<file path="src/rtl/pipereg_skid.sv">
// Two-entry (main + skid) valid/ready pipeline stage register with flush, global hold
// and a saturating bubble-cycle counter; outputs always present the main entry.
module pipereg_skid #(
    parameter int unsigned     DATA_W   = 256,
    parameter int unsigned     PC_W     = 64,
    parameter logic [PC_W-1:0] RESET_PC = PC_W'(64'h8000_0000),
    parameter int unsigned     CNT_W    = 32
) (
    input  logic              clk,
    input  logic              reset,
    input  logic              in_valid,
    output logic              in_ready,
    input  logic [PC_W-1:0]   in_pc,
    input  logic [DATA_W-1:0] in_data,
    output logic              out_valid,
    input  logic              out_ready,
    output logic [PC_W-1:0]   out_pc,
    output logic [DATA_W-1:0] out_data,
    output logic              out_bubble,
    input  logic              flush,
    input  logic              hold,
    output logic [1:0]        occupancy,
    output logic [CNT_W-1:0]  bubble_cnt
);

    typedef enum logic [1:0] {
        ST_EMPTY   = 2'b00,
        ST_ILLEGAL = 2'b01,
        ST_ONE     = 2'b10,
        ST_FULL    = 2'b11
    } occ_state_e;

    logic              main_v_q, main_v_d;
    logic              skid_v_q, skid_v_d;
    logic [PC_W-1:0]   main_pc_q, main_pc_d;
    logic [PC_W-1:0]   skid_pc_q, skid_pc_d;
    logic [DATA_W-1:0] main_data_q, main_data_d;
    logic [DATA_W-1:0] skid_data_q, skid_data_d;
    logic [CNT_W-1:0]  bubble_cnt_q, bubble_cnt_d;

    occ_state_e cur_st;
    logic       in_fire;
    logic       out_fire;

    assign cur_st     = occ_state_e'({main_v_q, skid_v_q});
    assign out_valid  = main_v_q & ~hold;
    assign in_ready   = ~skid_v_q & ~hold & ~flush;
    assign out_bubble = ~out_valid;
    assign out_pc     = main_pc_q;
    assign out_data   = main_data_q;
    assign occupancy  = {1'b0, main_v_q} + {1'b0, skid_v_q};
    assign bubble_cnt = bubble_cnt_q;

    assign in_fire  = in_valid & in_ready;
    assign out_fire = out_valid & out_ready;

    always_comb begin
        // NOTE: every _d gets its hold value first so no path through this block infers a latch.
        main_v_d    = main_v_q;
        skid_v_d    = skid_v_q;
        main_pc_d   = main_pc_q;
        skid_pc_d   = skid_pc_q;
        main_data_d = main_data_q;
        skid_data_d = skid_data_q;

        if (flush) begin
            // Payload registers keep their contents; only the entries are invalidated.
            main_v_d = 1'b0;
            skid_v_d = 1'b0;
        end else if (!hold) begin
            case (cur_st)
                ST_EMPTY: begin
                    if (in_fire) begin
                        main_v_d    = 1'b1;
                        main_pc_d   = in_pc;
                        main_data_d = in_data;
                    end
                end
                ST_ONE: begin
                    if (in_fire && out_fire) begin
                        main_pc_d   = in_pc;
                        main_data_d = in_data;
                    end else if (in_fire) begin
                        skid_v_d    = 1'b1;
                        skid_pc_d   = in_pc;
                        skid_data_d = in_data;
                    end else if (out_fire) begin
                        main_v_d = 1'b0;
                    end
                end
                ST_FULL: begin
                    if (out_fire) begin
                        skid_v_d    = 1'b0;
                        main_pc_d   = skid_pc_q;
                        main_data_d = skid_data_q;
                    end
                end
                default: begin
                    main_v_d = 1'b0;
                    skid_v_d = 1'b0;
                end
            endcase
        end
    end

    always_comb begin
        bubble_cnt_d = bubble_cnt_q;
        if (out_bubble && (bubble_cnt_q != {CNT_W{1'b1}})) begin
            bubble_cnt_d = bubble_cnt_q + CNT_W'(1);
        end
    end

    // NOTE: the payload registers are reset too, so out_pc/out_data show defined values after reset.
    always_ff @(posedge clk or negedge reset) begin
        if (!reset) begin
            main_v_q     <= 1'b0;
            skid_v_q     <= 1'b0;
            main_pc_q    <= RESET_PC;
            skid_pc_q    <= '0;
            main_data_q  <= '0;
            skid_data_q  <= '0;
            bubble_cnt_q <= '0;
        end else begin
            // NOTE: non-blocking assignments so every register samples pre-edge values.
            main_v_q     <= main_v_d;
            skid_v_q     <= skid_v_d;
            main_pc_q    <= main_pc_d;
            skid_pc_q    <= skid_pc_d;
            main_data_q  <= main_data_d;
            skid_data_q  <= skid_data_d;
            bubble_cnt_q <= bubble_cnt_d;
        end
    end

endmodule

</file>
<file path="config.mk">
export PLATFORM = sky130hd
export DESIGN_NAME = pipereg_skid
export DESIGN_NICKNAME = d
export VERILOG_FILES = /design/src/rtl/pipereg_skid.sv
export SDC_FILE = /design/constraint.sdc
export NUM_CORES = 1
export LEC_CHECK = 0
export BUFFER_PORTS_ARGS = -buffer_cell sky130_fd_sc_hd__buf_2
export CORE_AREA = 2 2 268 270
export CTS_BUF_LIST = sky130_fd_sc_hd__clkbuf_8
export CTS_CLUSTER_DIAMETER = 30
export DETAILED_ROUTE_END_ITERATION = 12
export DIE_AREA = 0 0 270 272
export PLACE_DENSITY_LB_ADDON = 0.3
export SETUP_SLACK_MARGIN = 0.4
export SLEW_MARGIN = 20
export SYNTH_ARGS = -nofsm -noshare
export SYNTH_HDL_FRONTEND = slang
export SYNTH_SLANG_ARGS = --single-unit
</file>
<file path="constraint.sdc">
create_clock -name clk -period 4.1 [get_ports clk]
set_clock_uncertainty 0.05 [all_clocks]
set_input_delay 0.41 -clock clk [delete_from_list [all_inputs] [get_ports clk]]
set_output_delay 0.41 -clock clk [all_outputs]
set_load 0.1 [all_outputs]
</file>
==> results of run 1 <==
-- worst max-delay path by stage --
stage               startpoint             end  slack, ns
detailed placement        hold  skid_data_q[4]       1.24
floorplan             main_v_q   bubble_cnt[1]       0.96
finish                main_v_q  skid_data_q[4]       1.19
CTS                   skid_v_q    occupancy[1]       1.27
global placement          hold  skid_data_q[5]       1.32
global route          main_v_q  skid_data_q[4]       1.11
-- metal layers --
metal	up-vias	GRT usage	share of wire
met5	-	0	0.00043
met4	6	0.1184	0.049
met3	243	0.05466	0.055
met2	708	0.3674	0.49
met1	10790	0.2637	0.40
li1	9929	-	-
-- synthesized netlist by cell type (2+ instances only) --
cell | n | area [µm²]
dfrtp_1 | 673 | 16840
nand2_1 | 337 | 1265
mux2i_1 | 320 | 3203
mux2_4 | 300 | 4504
o21ai_1 | 300 | 1501
buf_6 | 67 | 754.5
clkbuf_1 | 61 | 229.0
o21ai_0 | 22 | 110.1
mux2_2 | 21 | 236.5
xnor2_1 | 20 | 175.2
nor2_1 | 16 | 60.06
clkbuf_2 | 10 | 50.05
nand3_1 | 10 | 50.05
nand4_1 | 9 | 56.30
xor2_1 | 9 | 78.83
inv_1 | 7 | 26.28
nor3_1 | 7 | 35.03
a21oi_1 | 5 | 25.02
and3_1 | 5 | 31.28
buf_2 | 4 | 20.02
ha_1 | 4 | 50.05
nor4_1 | 4 | 25.02
or4_1 | 4 | 30.03
a31oi_1 | 3 | 18.77
nand3b_1 | 2 | 15.01
nand4b_1 | 2 | 17.52
nor2b_1 | 2 | 12.51
-- sequential cells by signal, summed over array words and instances, names as in the netlist --
signal and cells:
skid_data_q 256, main_v_q 1, skid_v_q 1, skid_pc_q 64, out_pc 64, bubble_cnt 32
out_data 256
-- critical path: cells and delay by family, from the launching register on --
kind	cells	cell delay, ns
AO/OA/AOI/OAI	1	0.21
buffers and inverters	1	0.57
flip-flops	1	0.47
multiplexers	1	0.43
AND/OR/NAND/NOR	2	0.75
-- metrics by stage --
stage | power (mW) | hold WS [ns] | cells
floorplan | 20.24 | 0.06441 | 2242
global placement | 22.43 | 0.4031 | 3764
detailed placement | 22.71 | 0.4198 | 3764
CTS | 31.37 | 0.05439 | 4348
global route | 32.47 | 0.1114 | 4353
finish | 31.21 | 0.1439 | 4353
-- where the power goes --
group	switching, mW	total (mW)	internal [mW]
combinational	9.85	12.8	2.96
sequential	1.34	10.1	8.80
clock	3.25	8.26	5.01
-- cell type report --
cell class / count / share of cell area
multi-input cells: 1418 / 0.2909
well taps: 950 / 0.02958
flip-flops and latches: 674 / 0.4197
inverters: 7 / 0.0006538
clock inverters: 93 / 0.02575
clock buffers: 168 / 0.05753
repair buffers: 1038 / 0.1755
diodes: 5 / 0.0003113
-- what timing repair did --
action | CTS | global route
gates resized for setup | 0 | 0
hold endpoints to repair | 713 | 0
setup endpoints to repair | 0 | 0
hold buffers | 323 | 0
-- cells by family after synthesis --
| logic type | synth area share |
|---|---|
| DFF | 0.5695 |
| muxes | 0.2682 |
| and+or+nand+nor | 0.05636 |
| AOI/OAI and AO/OA | 0.05906 |
| buffers and inverters | 0.03658 |
| xor gates and xnor gates | 0.008576 |
| adders and majority gates | 0.001690 |
==> impl_metrics.csv, run 1 <==
group,metric,value,unit
grt,grt_max_degree,147,
clock_tree,clockRootBuffer,"clkbuf_8",
setup_path,rr_startpoint,"main_v_q",
synthesis,ys_types,45,
timing,final.min_clock_period,2.912,ns
grt,grt_pass1_vias,23420,
grt,antenna_found_initial,9,
setup_path,r2r_cells,5,
synthesis,ys_ff_latch,674,
grt,grt_pass1_wl,129500,µm
detailed_routing,firstDrtPassIters,7,
setup_path,crit_type,"flop to flop",
final_layout,multiInputGateArea,11690,µm²
final_layout,syn_to_final_growth,35.69,%
timing,relSlewSlack,0.2903,
clock_tree,cts.clk_slew.worst_paths,0.05,ns
placed_design,dpl_cell_area,33600,µm²
synthesis,syn_inst,2242,
synthesis,syn_area_per_cell,13.21,µm²
final_layout,final_layout_size_suffix_gt1_frac,0.3788,
timing,rsz0062_at_grt,"no",
detailed_routing,postRouteAntennaNets,0,
power,p_leak,19.87,nW
run,maxCapViolCount,0,
synthesis,synth_nets,2572,
setup_path,cp_max_fo,120,
setup_path,rrSetupSlack,1.19,ns
grt,grt.total_usage,0.2204,
placed_design,place_congestion,0.8745,
hold_path,min_to,"main_v_q",
setup_path,cp-start-kind,"flop",
setup_path,path_cells,"nor2b_1 -> a21oi_2 -> nand2_8 -> buf_12 -> mux2_2",
hold_path,holdPathStages,3,
power,p_per_area,776.6,nW/µm²
floorplanning,ios,683,
synthesis,synth_seq_area_share,0.5695,
final_layout,final_common_cell,"buf_2",
synthesis,synthFlopType,"dfrtp_1",
status,status,"finished, final reports clean",
setup_path,cp.required,4.66,ns
setup_path,cp_slowest_cell,"buf_12",
floorplanning,die_w,270,µm
synthesis,ys.warnings.count,0,
detailed_routing,drt-total-wl,82310,µm
detailed_routing,drt_iter0_drc,1392,
clock_tree,cts_setup_buffers,0,
final_layout,final_nets,3612,
final_layout,final_cell_mix,"buf_2, dfrtp_1, nand2_1",
floorplanning,die_y,272,µm
final_layout,stdcell_area,40190,µm²
hold_path,hold_path.class,"primary input to flop",
grt,overflow,0,
clock_tree,cts_sinks,674,
setup_path,max_stage_delay,0.57,ns
synthesis,synth_edf_count,0,
hold_path,worstHoldStart,"hold",
detailed_routing,drc,0,
synthesis,synth-async-reset-ratio,1.000,
floorplanning,start_util,0.4186,
detailed_routing,via_per_inst,4.978,
timing,finalCritPeriodShare,0.7103,
floorplanning,rows,98,
setup_path,r2r-end,"skid_data_q[4]",
clock_tree,h-tree-depth,4,
final_layout,fin_util,0.5680,
timing,tightest_slew,1.065,ns
timing,worst_slack,1.188,ns
placed_design,portBuffers,682,
timing,setup_tns,0,ns
clock_tree,cts_tree,"done",
timing,hold_viol_final,0,
clock_tree,cts_max_path_buffers,3,
floorplanning,die_area,73440,µm²
floorplanning,coreArea,70750,µm²
setup_path,cp.arrival,3.47,ns
final_layout,regArea,16870,µm²
timing,setup_viol,0,
power,irDropWorstVdd,0.7053,mV
detailed_routing,vias,21670,
placed_design,place_ws,1.244,ns
clock_tree,insertion_delay,0.76,ns
final_layout,n_fill_cell,5680,
placed_design,dp_hpwl,53750,µm
detailed_routing,wl_per_cell,18.91,µm
timing,final_max_slew_viol_count,0,
clock_tree,numCtsBuffers,143,
timing,max_freq,343.4,MHz
setup_path,endpoint_kind,"flop",
synthesis,syn-cell-area,29620,µm²
No activity file was read; power rests on OpenSTA's default activity.
==> run 2, diff against run 1 <==
--- a/config.mk
+++ b/config.mk
@@ -5,12 +5,13 @@
 export SDC_FILE = /design/constraint.sdc
 export NUM_CORES = 1
 export LEC_CHECK = 0
+export ABC_AREA = 1
 export BUFFER_PORTS_ARGS = -buffer_cell sky130_fd_sc_hd__buf_2
-export CORE_AREA = 2 2 268 270
+export CORE_AREA = 2 2 266 268
 export CTS_BUF_LIST = sky130_fd_sc_hd__clkbuf_8
 export CTS_CLUSTER_DIAMETER = 30
 export DETAILED_ROUTE_END_ITERATION = 12
-export DIE_AREA = 0 0 270 272
+export DIE_AREA = 0 0 268 270
 export PLACE_DENSITY_LB_ADDON = 0.3
 export SETUP_SLACK_MARGIN = 0.4
 export SLEW_MARGIN = 20
==> constraint.sdc (replaced) <==
create_clock -name clk -period 2.95 [get_ports clk]
set_clock_uncertainty 0.05 [all_clocks]
set_input_delay 0.295 -clock clk [delete_from_list [all_inputs] [get_ports clk]]
set_output_delay 0.295 -clock clk [all_outputs]
set_load 0.1 [all_outputs]
==> run 2 against run 1 <==
- via count increased by 25%
- non-clock buffer count grew 46
- highest routed layer unchanged
- final cell count up 28%
- wire length is 7.9% higher
- critical path type is now flop to output port
- worst setup slack got worse by 0.67 ns
==> impl_metrics.csv, run 2 <==
group,metric,value,unit
final_layout,syn_to_final_growth,34.46,%
hold_path,worstHoldStart,"in_pc[63]",
placed_design,place_congestion,0.8432,
final_layout,final_layout_size_suffix_gt1_frac,0.2920,
hold_path,hold_path.class,"primary input to flop",
detailed_routing,vias,27020,
floorplanning,die_y,270,µm
final_layout,fin_cells,5558,
detailed_routing,firstDrtPassIters,7,
final_layout,n_fill_cell,5778,
synthesis,syn_area_per_cell,8.910,µm²
final_layout,final_cell_mix,"nand2_1, buf_2, dfrtp_1",
grt,overflow,0,
setup_path,rrSetupSlack,0.54,ns
clock_tree,cts_max_path_buffers,3,
placed_design,placedCellCount,4948,
synthesis,ys_types,31,
floorplanning,start_util,0.4452,
grt,grt.busiest_layer,"met2",
setup_path,endpoint_kind,"output port",
clock_tree,numCtsBuffers,149,
setup_path,crit_start,"main_v_q",
clock_tree,insertion_delay,0.79,ns
setup_path,cp-start-kind,"flop",
clock_tree,cts.clk_slew.worst_paths,0.07,ns
setup_path,endpoint,"occupancy[1]",
grt,gr-usage-met3,0.06610,
synthesis,ys_ff_latch,674,
placed_design,portBuffers,682,
detailed_routing,postRouteAntennaNets,0,
clock_tree,cts_tree,"done",
grt,met1_usage,0.2976,
placed_design,dp_hpwl,57130,µm
timing,rsz0062_at_grt,"no",
setup_path,crit_type,"flop to output port",
floorplanning,die_area,72360,µm²
synthesis,syn-cell-area,30960,µm²
run,maxCapViolCount,0,
floorplanning,coreArea,69540,µm²
setup_path,cp.required,2.61,ns
detailed_routing,drc,0,
final_layout,multiInputGateArea,11140,µm²
timing,final.min_clock_period,2.429,ns
setup_path,rr_startpoint,"main_v_q",
setup_path,r2r_cells,8,
power,comb_power_share,0.475,
setup_path,r2r-end,"out_data[59]",
synthesis,synth_top_area_cell,"dfrtp_1",
synthesis,synthFlopType,"dfrtp_1",
synthesis,syn_inst,3475,
grt,grt.total_usage,0.2427,
grt,antenna_found_initial,10,
power,p_leak,21.88,nW
synthesis,synth_area_leaders,"dfrtp_1, nand2_1, o21ai_2",
floorplanning,die_w,268,µm
power,clkPwrFrac,0.234,
grt,grt_max_degree,187,
final_layout,regArea,16870,µm²
synthesis,yosysTopAreaCellShare,0.5439,
detailed_routing,via_per_inst,4.862,
power,internal_power,23.06,mW
clock_tree,cts_sinks,674,
grt,grt_pass1_vias,26840,
grt,grt_pass1_wl,140500,µm
status,status,"finished, final reports clean",
timing,setup_viol,0,
power,p_per_area,1173,nW/µm²
power,irDropWorstVdd,0.9554,mV
power,p_sw_frac,0.5279,
clock_tree,clockRootBuffer,"clkbuf_8",
timing,setup_tns,0,ns
floorplanning,rows,97,
synthesis,synth_edf_count,0,
final_layout,final_common_cell,"nand2_1",
detailed_routing,wl_per_cell,15.98,µm
synthesis,synth_seq_area_share,0.5448,
clock_tree,h-tree-depth,4,
setup_path,cp.arrival,2.08,ns
power,power_frac_seq,0.291,
final_layout,final_nets,4826,
timing,finalCritPeriodShare,0.8235,
timing,hold_viol_final,0,
power,power.switching,25.79,mW
hold_path,holdPathStages,4,
detailed_routing,drt-total-wl,88810,µm
synthesis,ys.warnings.count,0,
synthesis,synth_nets,3805,
detailed_routing,drt_iter0_drc,1994,
timing,tightest_slew,0.9620,ns
synthesis,synth-async-reset-ratio,1.000,
timing,max_freq,411.6,MHz
timing,relSlewSlack,0.3587,
floorplanning,ios,683,
timing,final_max_slew_viol_count,0,
synthesis,synth_commonest_cells,"nand2_1, dfrtp_1, nor2_1",
synthesis,yosysMostFrequentCell,"nand2_1",
setup_path,cp_max_fo,62,
grt,use_met2,0.3855,
## run 2: cell types whose count changed after synthesis, sizes merged, moves of 5 or more
| cell | change |
|---|---|
| a21oi | +316 |
| and3 | -5 |
| buf | +75 |
| inv | +348 |
| mux2 | -321 |
| mux2i | -320 |
| nand2 | +496 |
| nand3 | +8 |
| nor2 | +364 |
| nor3 | -7 |
| o21ai | +324 |
| xnor2 | -13 |
## run 2: power groups by stage
| stage | Sequential, mW | Combinational, mW | Clock [mW] |
|---|---|---|---|
| 2_1_floorplan | 28.9 | 3.89 | 0 |
| 6_report | 14.2 | 23.2 | 11.4 |
| 3_5_place_dp | 14.3 | 22.8 | 0 |
| 5_1_grt | 14.6 | 24.2 | 12.1 |
| 4_1_cts | 14.2 | 23.2 | 11.6 |
| 3_3_place_gp | 14.3 | 22.6 | 0 |
## run 2: cell families (layout without fill, tap and decap cells)
family	after synthesis	count (layout)	synth area share
AOI/OAI and AO/OA	969	969	0.1975
xor gates and xnor gates	13	13	0.003677
adders and majority gates	4	4	0.001616
buffers and inverters	572	1708	0.09735
DFF	674	674	0.5448
other	0	5	0
and+or+nand+nor	1243	1245	0.1551
## run 2: layout make-up
type | count | share of cell area
diodes | 5 | 0.0003005
clock inverters | 98 | 0.02410
repair buffers | 1084 | 0.1861
well taps | 940 | 0.02825
inverters | 356 | 0.03225
clock buffers | 170 | 0.05620
multi-input cells | 2231 | 0.2677
flip-flops and latches | 674 | 0.4052
## run 2: metal layers
metal  part of all wire  up-vias
met3              0.062      300
li1                   -    13200
met4              0.054       10
met2               0.47      911
met5            0.00073        -
met1               0.41    12610
## run 2: repair_timing
item,in CTS,in global routing
setup endpoints to repair,1,227
resized for setup,3,6
cloned,1,3
pin swaps,0,1
setup buffers,0,5
hold endpoints to repair,1110,0
hold buffers,328,0
## run 2: worst min-delay path by stage
stage	to	slack, ns
after floorplan	bubble_cnt[0]	-0.05
after global placement	skid_pc_q[29]	0.26
after detailed placement	skid_pc_q[29]	0.26
after CTS	skid_pc_q[63]	0.17
after global routing	skid_pc_q[63]	0.21
final	skid_pc_q[63]	0.26
## run 2: critical path, cell delays in order (launching register included)
cell and delay [ns]:
dfrtp_1 0.45, ha_4 0.29, buf_16 0.29, buf_6 0.28
## run 2: stage by stage
stage          instance area [µm²]  utilization  setup WS [ns]  hold slack (ns)  power [mW]
3_5_place_dp                 34840       0.5009         0.4217           0.2619       37.08
3_3_place_gp                 34840       0.5009         0.4895           0.2576       36.81
5_1_grt                      41630       0.5987         0.3997           0.2090       50.87
2_1_floorplan                30960            -         0.4791         -0.05059       32.83
6_report                     41630       0.5987         0.5206           0.2616       48.85
4_1_cts                      41510       0.5969         0.4167           0.1719       49.00
==> run 3, diff against run 2 <==
--- a/config.mk
+++ b/config.mk
@@ -5,13 +5,13 @@
 export SDC_FILE = /design/constraint.sdc
 export NUM_CORES = 1
 export LEC_CHECK = 0
-export ABC_AREA = 1
+export ABC_AREA = 0
 export BUFFER_PORTS_ARGS = -buffer_cell sky130_fd_sc_hd__buf_2
-export CORE_AREA = 2 2 266 268
+export CORE_AREA = 2 2 267 269
 export CTS_BUF_LIST = sky130_fd_sc_hd__clkbuf_8
 export CTS_CLUSTER_DIAMETER = 30
 export DETAILED_ROUTE_END_ITERATION = 12
-export DIE_AREA = 0 0 268 270
+export DIE_AREA = 0 0 269 271
 export PLACE_DENSITY_LB_ADDON = 0.3
 export SETUP_SLACK_MARGIN = 0.4
 export SLEW_MARGIN = 20
==> constraint.sdc (replaced) <==
create_clock -name clk -period 2.1 [get_ports clk]
set_clock_uncertainty 0.05 [all_clocks]
set_input_delay 0.21 -clock clk [delete_from_list [all_inputs] [get_ports clk]]
set_output_delay 0.21 -clock clk [all_outputs]
set_load 0.1 [all_outputs]
==> run 3 against run 2 <==
- the flow now finishes with violations (hold timing, setup timing)
- combinational power up 10%
- flip-flop and latch count unchanged
- largest cell class unchanged
- worst hold slack worse by 0.26 ns
- total power up 28%
- worst setup slack worse by 0.75 ns
- die area up 0.74%
- critical path depth up 6
==> impl_metrics.csv, run 3 (synthesized netlist as in run 1, its figures left out) <==
group,metric,value,unit
clock_tree,h-tree-depth,4,
detailed_routing,drc,0,
clock_tree,numCtsBuffers,148,
power,comb_power_share,0.409,
grt,antenna_found_initial,18,
final_layout,fin_cells,4478,
timing,finalCritPeriodShare,1.110,
floorplanning,rows,97,
clock_tree,cts_max_path_buffers,3,
detailed_routing,firstDrtPassIters,5,
status,status,"complete, but fails checks",
power,power.total,62.58,mW
clock_tree,hold_buffers,327,
setup_path,cp-start-kind,"flop",
clock_tree,cts.clk_slew.worst_paths,0.06,ns
setup_path,cp_max_fo,7,
run,maxCapViolCount,0,
clock_tree,insertion_delay,0.77,ns
final_layout,syn_to_final_growth,43.16,%
detailed_routing,wl_per_cell,19.79,µm
placed_design,placedCellCount,3845,
setup_path,cp.arrival,2.96,ns
power,internal_power,33.97,mW
timing,setup_tns,-82.32,ns
grt,grt_pass1_vias,24600,
detailed_routing,drt-total-wl,88620,µm
grt,grt.total_usage,0.2403,
floorplanning,ios,683,
setup_path,crit_start,"skid_v_q",
setup_path,crit_type,"flop to flop",
floorplanning,coreArea,69790,µm²
power,clkPwrFrac,0.273,
detailed_routing,via_per_inst,4.992,
detailed_routing,vias,22360,
timing,tightest_slew,0.6271,ns
floorplanning,die_w,269,µm
timing,max_freq,429.0,MHz
power,p_sw_frac,0.4571,
grt,overflow,0,
hold_path,worstHoldStart,"flush",
timing,relSlewSlack,0.5848,
final_layout,final_common_cell,"buf_2",
grt,grt_pass1_wl,137200,µm
clock_tree,cts_sinks,674,
setup_path,endpoint_kind,"flop",
placed_design,place_congestion,0.8787,
status,violations,"hold timing, setup timing",
final_layout,stdcell_area,42400,µm²
detailed_routing,postRouteAntennaNets,0,
timing,final.min_clock_period,2.331,ns
timing,rsz0062_at_grt,"yes",
detailed_routing,drt_iter0_drc,1208,
clock_tree,clockRootBuffer,"clkbuf_8",
final_layout,final_layout_size_suffix_gt1_frac,0.4184,
timing,final_max_slew_viol_count,0,
clock_tree,cts_tree,"done",
grt,grt_max_degree,89,
placed_design,dpl_cell_area,34950,µm²
power,power_frac_seq,0.318,
final_layout,final_nets,3734,
floorplanning,die_y,271,µm
setup_path,rr_startpoint,"skid_v_q",
final_layout,final_cell_mix,"buf_2, dfrtp_1, nand2_1, dlygate4sd3_1, mux2i_1",
timing,setup_viol,630,
placed_design,portBuffers,682,
timing,hold_ws,-0.001514,ns
setup_path,cp.required,2.73,ns
power,p_leak,20.83,nW
floorplanning,start_util,0.4244,
hold_path,hold_path.class,"primary input to flop",
power,p_per_area,1476,nW/µm²
timing,worst_slack,-0.2309,ns
power,power.switching,28.60,mW
floorplanning,die_area,72900,µm²
timing,hold_viol_final,1,
power,irDropWorstVdd,1.231,mV
placed_design,dp_hpwl,58780,µm
[run 3: cell count changes in the layout (fill, tap and decap cells not counted), sizes merged, moves of 7 or more]
cell,before,now
nand2,836,338
inv,399,33
nor2,380,16
o21ai,647,323
mux2,0,321
mux2i,0,320
a21oi,322,6
buf,752,826
clkbuf,173,186
xnor2,7,20
diode,5,15
nand3,19,11
nor3,1,8
[run 3: worst max-delay path, cell delays in order, from the launching register on]
cell and delay [ns]:
dfrtp_2 0.41, buf_6 0.11, or4b_4 0.50, buf_6 0.15, o21ai_4 0.14, o211ai_4 0.19, buf_12 0.22, buf_12 0.13
clkbuf_16 0.15, o21ai_1 0.20
[run 3: area by class of cell]
type | instances | area, µm²
well taps | 940 | 1176
multi-input cells | 1418 | 11860
fillers | 5281 | 27390
clock buffers | 184 | 2532
clock inverters | 85 | 1049
diodes | 15 | 37.54
repair buffers | 1155 | 8748
inverters | 7 | 30.03
flip-flops and latches | 674 | 16970
[run 3: final timing paths]
kind                                     to  slack [ns]  cells after the start
max reg2reg                       out_pc[2]       -0.23                      9
max in group asynchronous  skid_data_q[169]        1.32                      4
min                                skid_v_q      -0.002                      5
max                               out_pc[2]       -0.23                      9
min reg2reg                      out_pc[31]        0.41                      2
min in group asynchronous   skid_data_q[16]        0.05                      3
[run 3: per-layer routing]
layer  GRT usage  vias up  routed length (µm)
met5           0        -                  32
met3     0.05971      267                4982
li1            -    10180                   -
met2      0.4114      732               45040
met1      0.2749    11170               34330
met4      0.1294        6                4228
[run 3: power by group through the flow]
stage	clock network (mW)	logic, mW	registers [mW]
final	17.1	25.6	19.9
after global routing	18.1	26.5	20.3
after CTS	17.4	25.5	19.8
after detailed placement	0	24.8	19.8
after global placement	0	24.5	19.7
after floorplan	0	5.41	34.2
[run 3: timing repair]
| action | CTS | global route |
|---|---|---|
| pin swaps | 1 | 10 |
| gates cloned | 5 | 2 |
| hold endpoints to repair | 1313 | 1 |
| endpoints found under the setup margin | 1023 | 1029 |
| resized for setup | 34 | 41 |
| buffers inserted | 12 | 3 |
[run 3: metrics by stage]
stage / hold slack (ns) / setup WS, ns / util
6_report: -0.001514 / -0.2309 / 0.6076
5_1_grt: -0.02234 / -0.2676 / 0.6076
4_1_cts: -0.1183 / -0.1858 / 0.6044
3_5_place_dp: 0.08940 / -0.07321 / 0.5008
3_3_place_gp: 0.09032 / -0.02844 / 0.5008
2_1_floorplan: -0.1356 / -0.05061 / -
